<file path="config.mk">
export PLATFORM = sky130hd
export DESIGN_NAME = ddr_fifo_rd_status
export DESIGN_NICKNAME = d
export VERILOG_FILES = /design/src/rtl/ddr_fifo_pkg.sv /design/src/rtl/ddr_sync_bus.sv /design/src/rtl/ddr_fifo_rd_status.sv
export SDC_FILE = /design/constraint.sdc
export NUM_CORES = 1
export LEC_CHECK = 0
export ABC_AREA = 1
export CORE_ASPECT_RATIO = 0.7
export CORE_MARGIN = 1
export CORE_UTILIZATION = 27
export CTS_CLUSTER_DIAMETER = 150
export CTS_CLUSTER_SIZE = 25
export DETAILED_ROUTE_END_ITERATION = 8
export DONT_BUFFER_PORTS = 1
export GPL_TIMING_DRIVEN = 1
export SETUP_SLACK_MARGIN = 0.5
export SKIP_LAST_GASP = 1
export SLEW_MARGIN = 20
export SYNTH_ARGS = -nofsm -noshare
export SYNTH_HDL_FRONTEND = slang
export SYNTH_SLANG_ARGS = --single-unit
</file>
<file path="constraint.sdc">
create_clock -name Clk -period 6.8 [get_ports Clk]
set_clock_uncertainty 0.2 [all_clocks]
set_input_delay 0.34 -clock Clk [delete_from_list [all_inputs] [get_ports Clk]]
set_output_delay 0.34 -clock Clk [all_outputs]
set_load 0.005 [all_outputs]
</file>
<file path="src/rtl/ddr_fifo_pkg.sv">
// Shared helpers for the DDR wishbone slave async FIFO: pointer width and Gray coding.
package ddr_fifo_pkg;

    function automatic int ptr_width(input int addr_width);
        return addr_width + 1;
    endfunction

    // Both conversions work on a zero-extended 32-bit value, so callers of any
    // width up to 32 just cast in and truncate the result back to their width.
    function automatic logic [31:0] bin2gray(input logic [31:0] b);
        return b ^ (b >> 1);
    endfunction

    function automatic logic [31:0] gray2bin(input logic [31:0] g);
        logic [31:0] b;
        b[31] = g[31];
        for (int i = 30; i >= 0; i--) begin
            b[i] = b[i+1] ^ g[i];
        end
        return b;
    endfunction

endpackage

</file>
<file path="src/rtl/ddr_sync_bus.sv">
// Multi-bit flop synchroniser; only safe for Gray-coded (single-bit-change) buses.
module ddr_sync_bus #(
    parameter int WIDTH  = 5,
    parameter int STAGES = 2
) (
    input  logic             i_clk,
    input  logic             i_rst_n,
    input  logic             i_clr,
    input  logic [WIDTH-1:0] i_d,
    output logic [WIDTH-1:0] o_q
);

    logic [WIDTH-1:0] r_sync [STAGES];

    always_ff @(posedge i_clk or negedge i_rst_n) begin
        if (!i_rst_n) begin
            for (int i = 0; i < STAGES; i++) r_sync[i] <= '0;
        end else if (i_clr) begin
            for (int i = 0; i < STAGES; i++) r_sync[i] <= '0;
        end else begin
            r_sync[0] <= i_d;
            for (int i = 1; i < STAGES; i++) r_sync[i] <= r_sync[i-1];
        end
    end

    assign o_q = r_sync[STAGES-1];

endmodule

</file>
<file path="src/rtl/ddr_fifo_rd_status.sv">
// Read-side pointer and status of the DDR async FIFO: syncs the write Gray pointer,
// keeps the read pointer and registers address, level and flags from next-state values.
module ddr_fifo_rd_status #(
    parameter int ADDR_WIDTH  = 4,
    parameter int AE_THRESH   = 2,
    parameter int SYNC_STAGES = 2
) (
    input  logic                  Clk,
    input  logic                  Rst_n,
    input  logic [ADDR_WIDTH:0]   WrGray_in,
    input  logic                  RdEn_in,
    input  logic                  Clear_in,
    output logic [ADDR_WIDTH-1:0] RdAddr_out,
    output logic [ADDR_WIDTH:0]   RdGray_out,
    output logic                  Empty_out,
    output logic                  AlmostEmpty_out,
    output logic [ADDR_WIDTH:0]   Level_out,
    output logic                  Underflow_out
);
    import ddr_fifo_pkg::*;

    localparam int PTR_W = ptr_width(ADDR_WIDTH);

    logic [PTR_W-1:0] w_wr_gray_sync;
    logic [PTR_W-1:0] w_wr_bin;
    logic [PTR_W-1:0] w_rd_ptr_next;
    logic [PTR_W-1:0] w_level_next;
    logic             w_rd_ok;

    logic [PTR_W-1:0] r_rd_ptr;
    logic [PTR_W-1:0] r_rd_gray;
    logic [PTR_W-1:0] r_level;
    logic             r_empty;
    logic             r_almost_empty;
    logic             r_underflow;

    ddr_sync_bus #(
        .WIDTH  (PTR_W),
        .STAGES (SYNC_STAGES)
    ) u_wr_sync (
        .i_clk   (Clk),
        .i_rst_n (Rst_n),
        .i_clr   (Clear_in),
        .i_d     (WrGray_in),
        .o_q     (w_wr_gray_sync)
    );

    assign w_wr_bin      = PTR_W'(gray2bin(32'(w_wr_gray_sync)));
    assign w_rd_ok       = RdEn_in & ~r_empty;
    assign w_rd_ptr_next = r_rd_ptr + PTR_W'(w_rd_ok);
    // Modular difference stays correct across the pointer wrap.
    assign w_level_next  = w_wr_bin - w_rd_ptr_next;

    always_ff @(posedge Clk or negedge Rst_n) begin
        if (!Rst_n) begin
            r_rd_ptr       <= '0;
            r_rd_gray      <= '0;
            r_level        <= '0;
            r_empty        <= 1'b1;
            r_almost_empty <= 1'b1;
            r_underflow    <= 1'b0;
        end else if (Clear_in) begin
            r_rd_ptr       <= '0;
            r_rd_gray      <= '0;
            r_level        <= '0;
            r_empty        <= 1'b1;
            r_almost_empty <= 1'b1;
            r_underflow    <= 1'b0;
        end else begin
            r_rd_ptr       <= w_rd_ptr_next;
            r_rd_gray      <= PTR_W'(bin2gray(32'(w_rd_ptr_next)));
            r_level        <= w_level_next;
            r_empty        <= (w_level_next == '0);
            r_almost_empty <= (w_level_next <= PTR_W'(AE_THRESH));
            r_underflow    <= RdEn_in & r_empty;
        end
    end

    assign RdAddr_out      = r_rd_ptr[ADDR_WIDTH-1:0];
    assign RdGray_out      = r_rd_gray;
    assign Level_out       = r_level;
    assign Empty_out       = r_empty;
    assign AlmostEmpty_out = r_almost_empty;
    assign Underflow_out   = r_underflow;

endmodule

</file>
==> impl_metrics.csv <==
group,metric,value,unit
sta,hold_viol_final,0,
worst_setup_path,ff2ff_setup_slack,4.09,ns
cts,cts_root_buf,"clkbuf_8",
drt,drt_pass1_iterations,4,
floorplan,die_area,0.00490,mm²
place,hpwl,1.67,mm
synthesis,yosysTopAreaCellShare,50.1,%
power_and_ir_drop,comb_power_share,18.3,%
sta,post-route-period-util,39.8,%
cts,clock_path_buffers,2,
synthesis,synth_top_family_by_area,"simple AND/OR/NAND/NOR gates",
cts,cts_buffers,3,
synthesis,ys_warn_count,0,
sta,max_freq,369,MHz
power_and_ir_drop,p_sw,93.9,µW
power_and_ir_drop,peakVddDrop,0.0690,mV
worst_setup_path,cp_data_arrival_time,2.71,ns
layout,fin_nets,160,
worst_setup_path,critPathMaxFanout,5,
cts,tritoncts,"done",
worst_setup_path,worst_r2r_endpoint,"AlmostEmpty_out",
worst_hold_path,hold_end,"u_wr_sync.o_q[0]",
synthesis,synth_adder_area_share,7.62,%
drt,drc_errors,0,
grt,grt_pass1_vias,789,
cts,clk_pin_slew,0.09,ns
synthesis,synth_common_cells,"dfrtp_1, inv_1, nor2_1, nand2_1, nand3_1",
synthesis,synth_cell_type_count,21,
floorplan,initial_core_util,28.5,%
floorplan,rows,20,
synthesis,yosysSeqAreaShare,54.3,%
drt,drt_wl_total,2.35,mm
worst_hold_path,min_delay_path_depth,2,
power_and_ir_drop,powerDensity,230,mW/mm²
grt,overflow,0,
sta,setup_viol,0,
drt,ant_nets,0,
sta,setup_ws,4.09,ns
floorplan,core_area,0.00438,mm²
synthesis,yosys.area.top_type,"dfrtp_1",
cts,cts_htree_levels,1,
synthesis,post_synth.cell_area_avg,9.46,µm²
sta,worst_slew_pin_slew,0.830,ns
job,maxCapViolCount,0,
power_and_ir_drop,fin_total_pwr,335,µW
drt,wl_per_cell,11.9,µm
place,post-place-ws,4.13,ns
synthesis,synth-seq-cells,27,
synthesis,synth_xor_area_share,4.11,%
layout,diodes,0,
sta,tns,0,ns
cts,post-cts-setup-buffers,0,
synthesis,netlist_area,0.00125,mm²
place,port_buffers,0,
grt,grt_antenna_before_repair,0,
layout,fillerInstances,437,
layout,synthToLayoutAreaGrowth,16.6,%
worst_setup_path,worstPathRequired,6.81,ns
worst_setup_path,r2r_start,"u_wr_sync.o_q[4]",
power_and_ir_drop,netSwitchingFraction,28.0,%
floorplan,die_w,83.3,µm
floorplan,io_pins,26,
sta,layout_min_cycle_time,2.71,ns
synthesis,synth_flop_cell,"dfrtp_1",
layout,seqCellArea,678,µm²
worst_setup_path,setup.worst_path.start,"u_wr_sync.o_q[4]",
floorplan,die-height,58.9,µm
place,dp.cells,185,
sta,drv_slew,0,
worst_setup_path,r2r_cells,15,
synthesis,synthMuxAreaShare,0,%
drt,drt-vias-per-instance,4.32,
cts,cts.sink_count,27,
synthesis,yosysMostFrequentCell,"dfrtp_1",
worst_hold_path,hp-start,"u_wr_sync.r_sync[5]",
synthesis,synth.net_count,148,
power_and_ir_drop,seqPwrFrac,54.3,%
layout,fin_util,33.3,%
worst_hold_path,holdCritPathClass,"reg2reg",
power_and_ir_drop,p_leak,0.000732,µW
synthesis,synth_compound_area_share,5.71,%
drt,drt-initial-drc-count,73,
worst_setup_path,timing_worst_setup_path_type,"reg2reg",
layout,final-instance-count-excl-fill,198,
drt,routed-via-count,855,
synthesis,synthArstFlopShare,100,%
grt,grt_max_degree,28,
grt,grt_pass1_wl,4.00,mm
place,place.gp.congestion,0.798,
worst_setup_path,critical_path.endpoint_type,"flop",
status,status,"complete, no violations",
layout,drive_gt1_share,11.9,%
power_and_ir_drop,intPower,241,µW
sta,maxSlewHeadroom,44.5,%
synthesis,synth_edf_count,0,
sta,rsz0062_at_grt,"no",
power_and_ir_drop,p_clk_share,27.4,%
worst_setup_path,startpoint_type,"flop",
synthesis,synthTopCellsByArea,"dfrtp_1, inv_1, ha_1",
cts,clk_latency,0.27,ns
synthesis,synthSimpleGateAreaFrac,20.5,%
grt,track_usage,10.7,%
layout,multi_input_area,474,µm²
synthesis,synthCells,132,
==> layout by cell type (no fill, tap or decap) <==
cell type      count
nand4_1            4
nand2_2            6
nand2_1           15
inv_2              1
fa_1               1
buf_12             1
dlygate4sd3_1      8
clkinvlp_4         1
a21oi_1            5
ha_1               6
o21ai_0            1
xor2_2             1
o21bai_1           2
inv_1             22
nor2_1            20
xor2_1             2
xnor2_1            2
o22a_1             3
dfrtp_1           25
clkbuf_8           3
nor2_2             1
dfstp_2            2
nand3_1           10
or2_2              1
==> critical path: stages (launching register included) <==
cell and delay [ns]:
dfrtp_1 0.47, xor2_2 0.20, nand2_2 0.07, nand2_2 0.09
inv_2 0.06, nand2_2 0.05, nand2_2 0.06, nand2_1 0.06
nand2_1 0.05, ha_1 0.22, fa_1 0.40, o21ai_0 0.30
inv_1 0.07, nand3_1 0.09, nand2_1 0.10, o21bai_1 0.15
==> flip-flops by register name (all words and copies together) (netlist names) <==
name and count:
AlmostEmpty_out 1, Empty_out 1, Level_out 5, RdGray_out 5
Underflow_out 1, r_rd_ptr 4, u_wr_sync.o_q 5, u_wr_sync.r_sync 5
==> metal layers <==
layer,routed length [µm],vias up,track usage [%]
met5,0,-,0
li1,-,438,-
met2,945,23,13.8
met3,188,5,4.91
met4,26,0,3.69
met1,1190,389,15.4
==> cells by family after synthesis <==
kind of cell / Yosys count
and+or+nand+nor: 57
DFF: 27
buffers and inverters: 25
AOI/OAI and AO/OA: 11
adders and majority gates: 7
xor gates and xnor gates: 5
==> layout make-up <==
cell class / count / share of cell area, %
multi-input combinational: 80 / 32.6
sequential: 27 / 46.6
tap: 55 / 4.73
clock inverter: 1 / 0.515
clock buffer: 3 / 2.84
inverter: 23 / 5.93
timing repair buffer: 9 / 6.87
==> through the flow <==
step | cell area (µm²) | hold slack, ns
detailed placement | 1310 | -0.154
floorplan | 1250 | -0.156
global placement | 1310 | -0.154
CTS | 1460 | 0.262
global route | 1460 | 0.280
finish | 1460 | 0.262
==> power by group through the flow <==
stage,Clock [µW],Combinational (µW),Sequential [µW]
after global routing,105,70.8,184
final,91.9,61.2,182
after detailed placement,0,51.2,185
after CTS,97.8,62.2,183
after floorplan,0,42.8,183
after global placement,0,50.4,186
==> timing repair <==
action                                 4_1_cts  5_1_grt
gates resized for setup                      0        0
hold buffers                                 9        0
endpoints found under the hold margin       50        0
==> worst max path at each step <==
| stage | end | slack (ns) | cells after the start |
|---|---|---|---|
| floorplan | AlmostEmpty_out | 4.44 | 15 |
| global placement | AlmostEmpty_out | 4.16 | 10 |
| detailed placement | AlmostEmpty_out | 4.13 | 15 |
| CTS | AlmostEmpty_out | 4.10 | 15 |
| global route | AlmostEmpty_out | 3.84 | 15 |
| finish | AlmostEmpty_out | 4.09 | 15 |
Note: power is estimated with default switching activity, not from simulation.
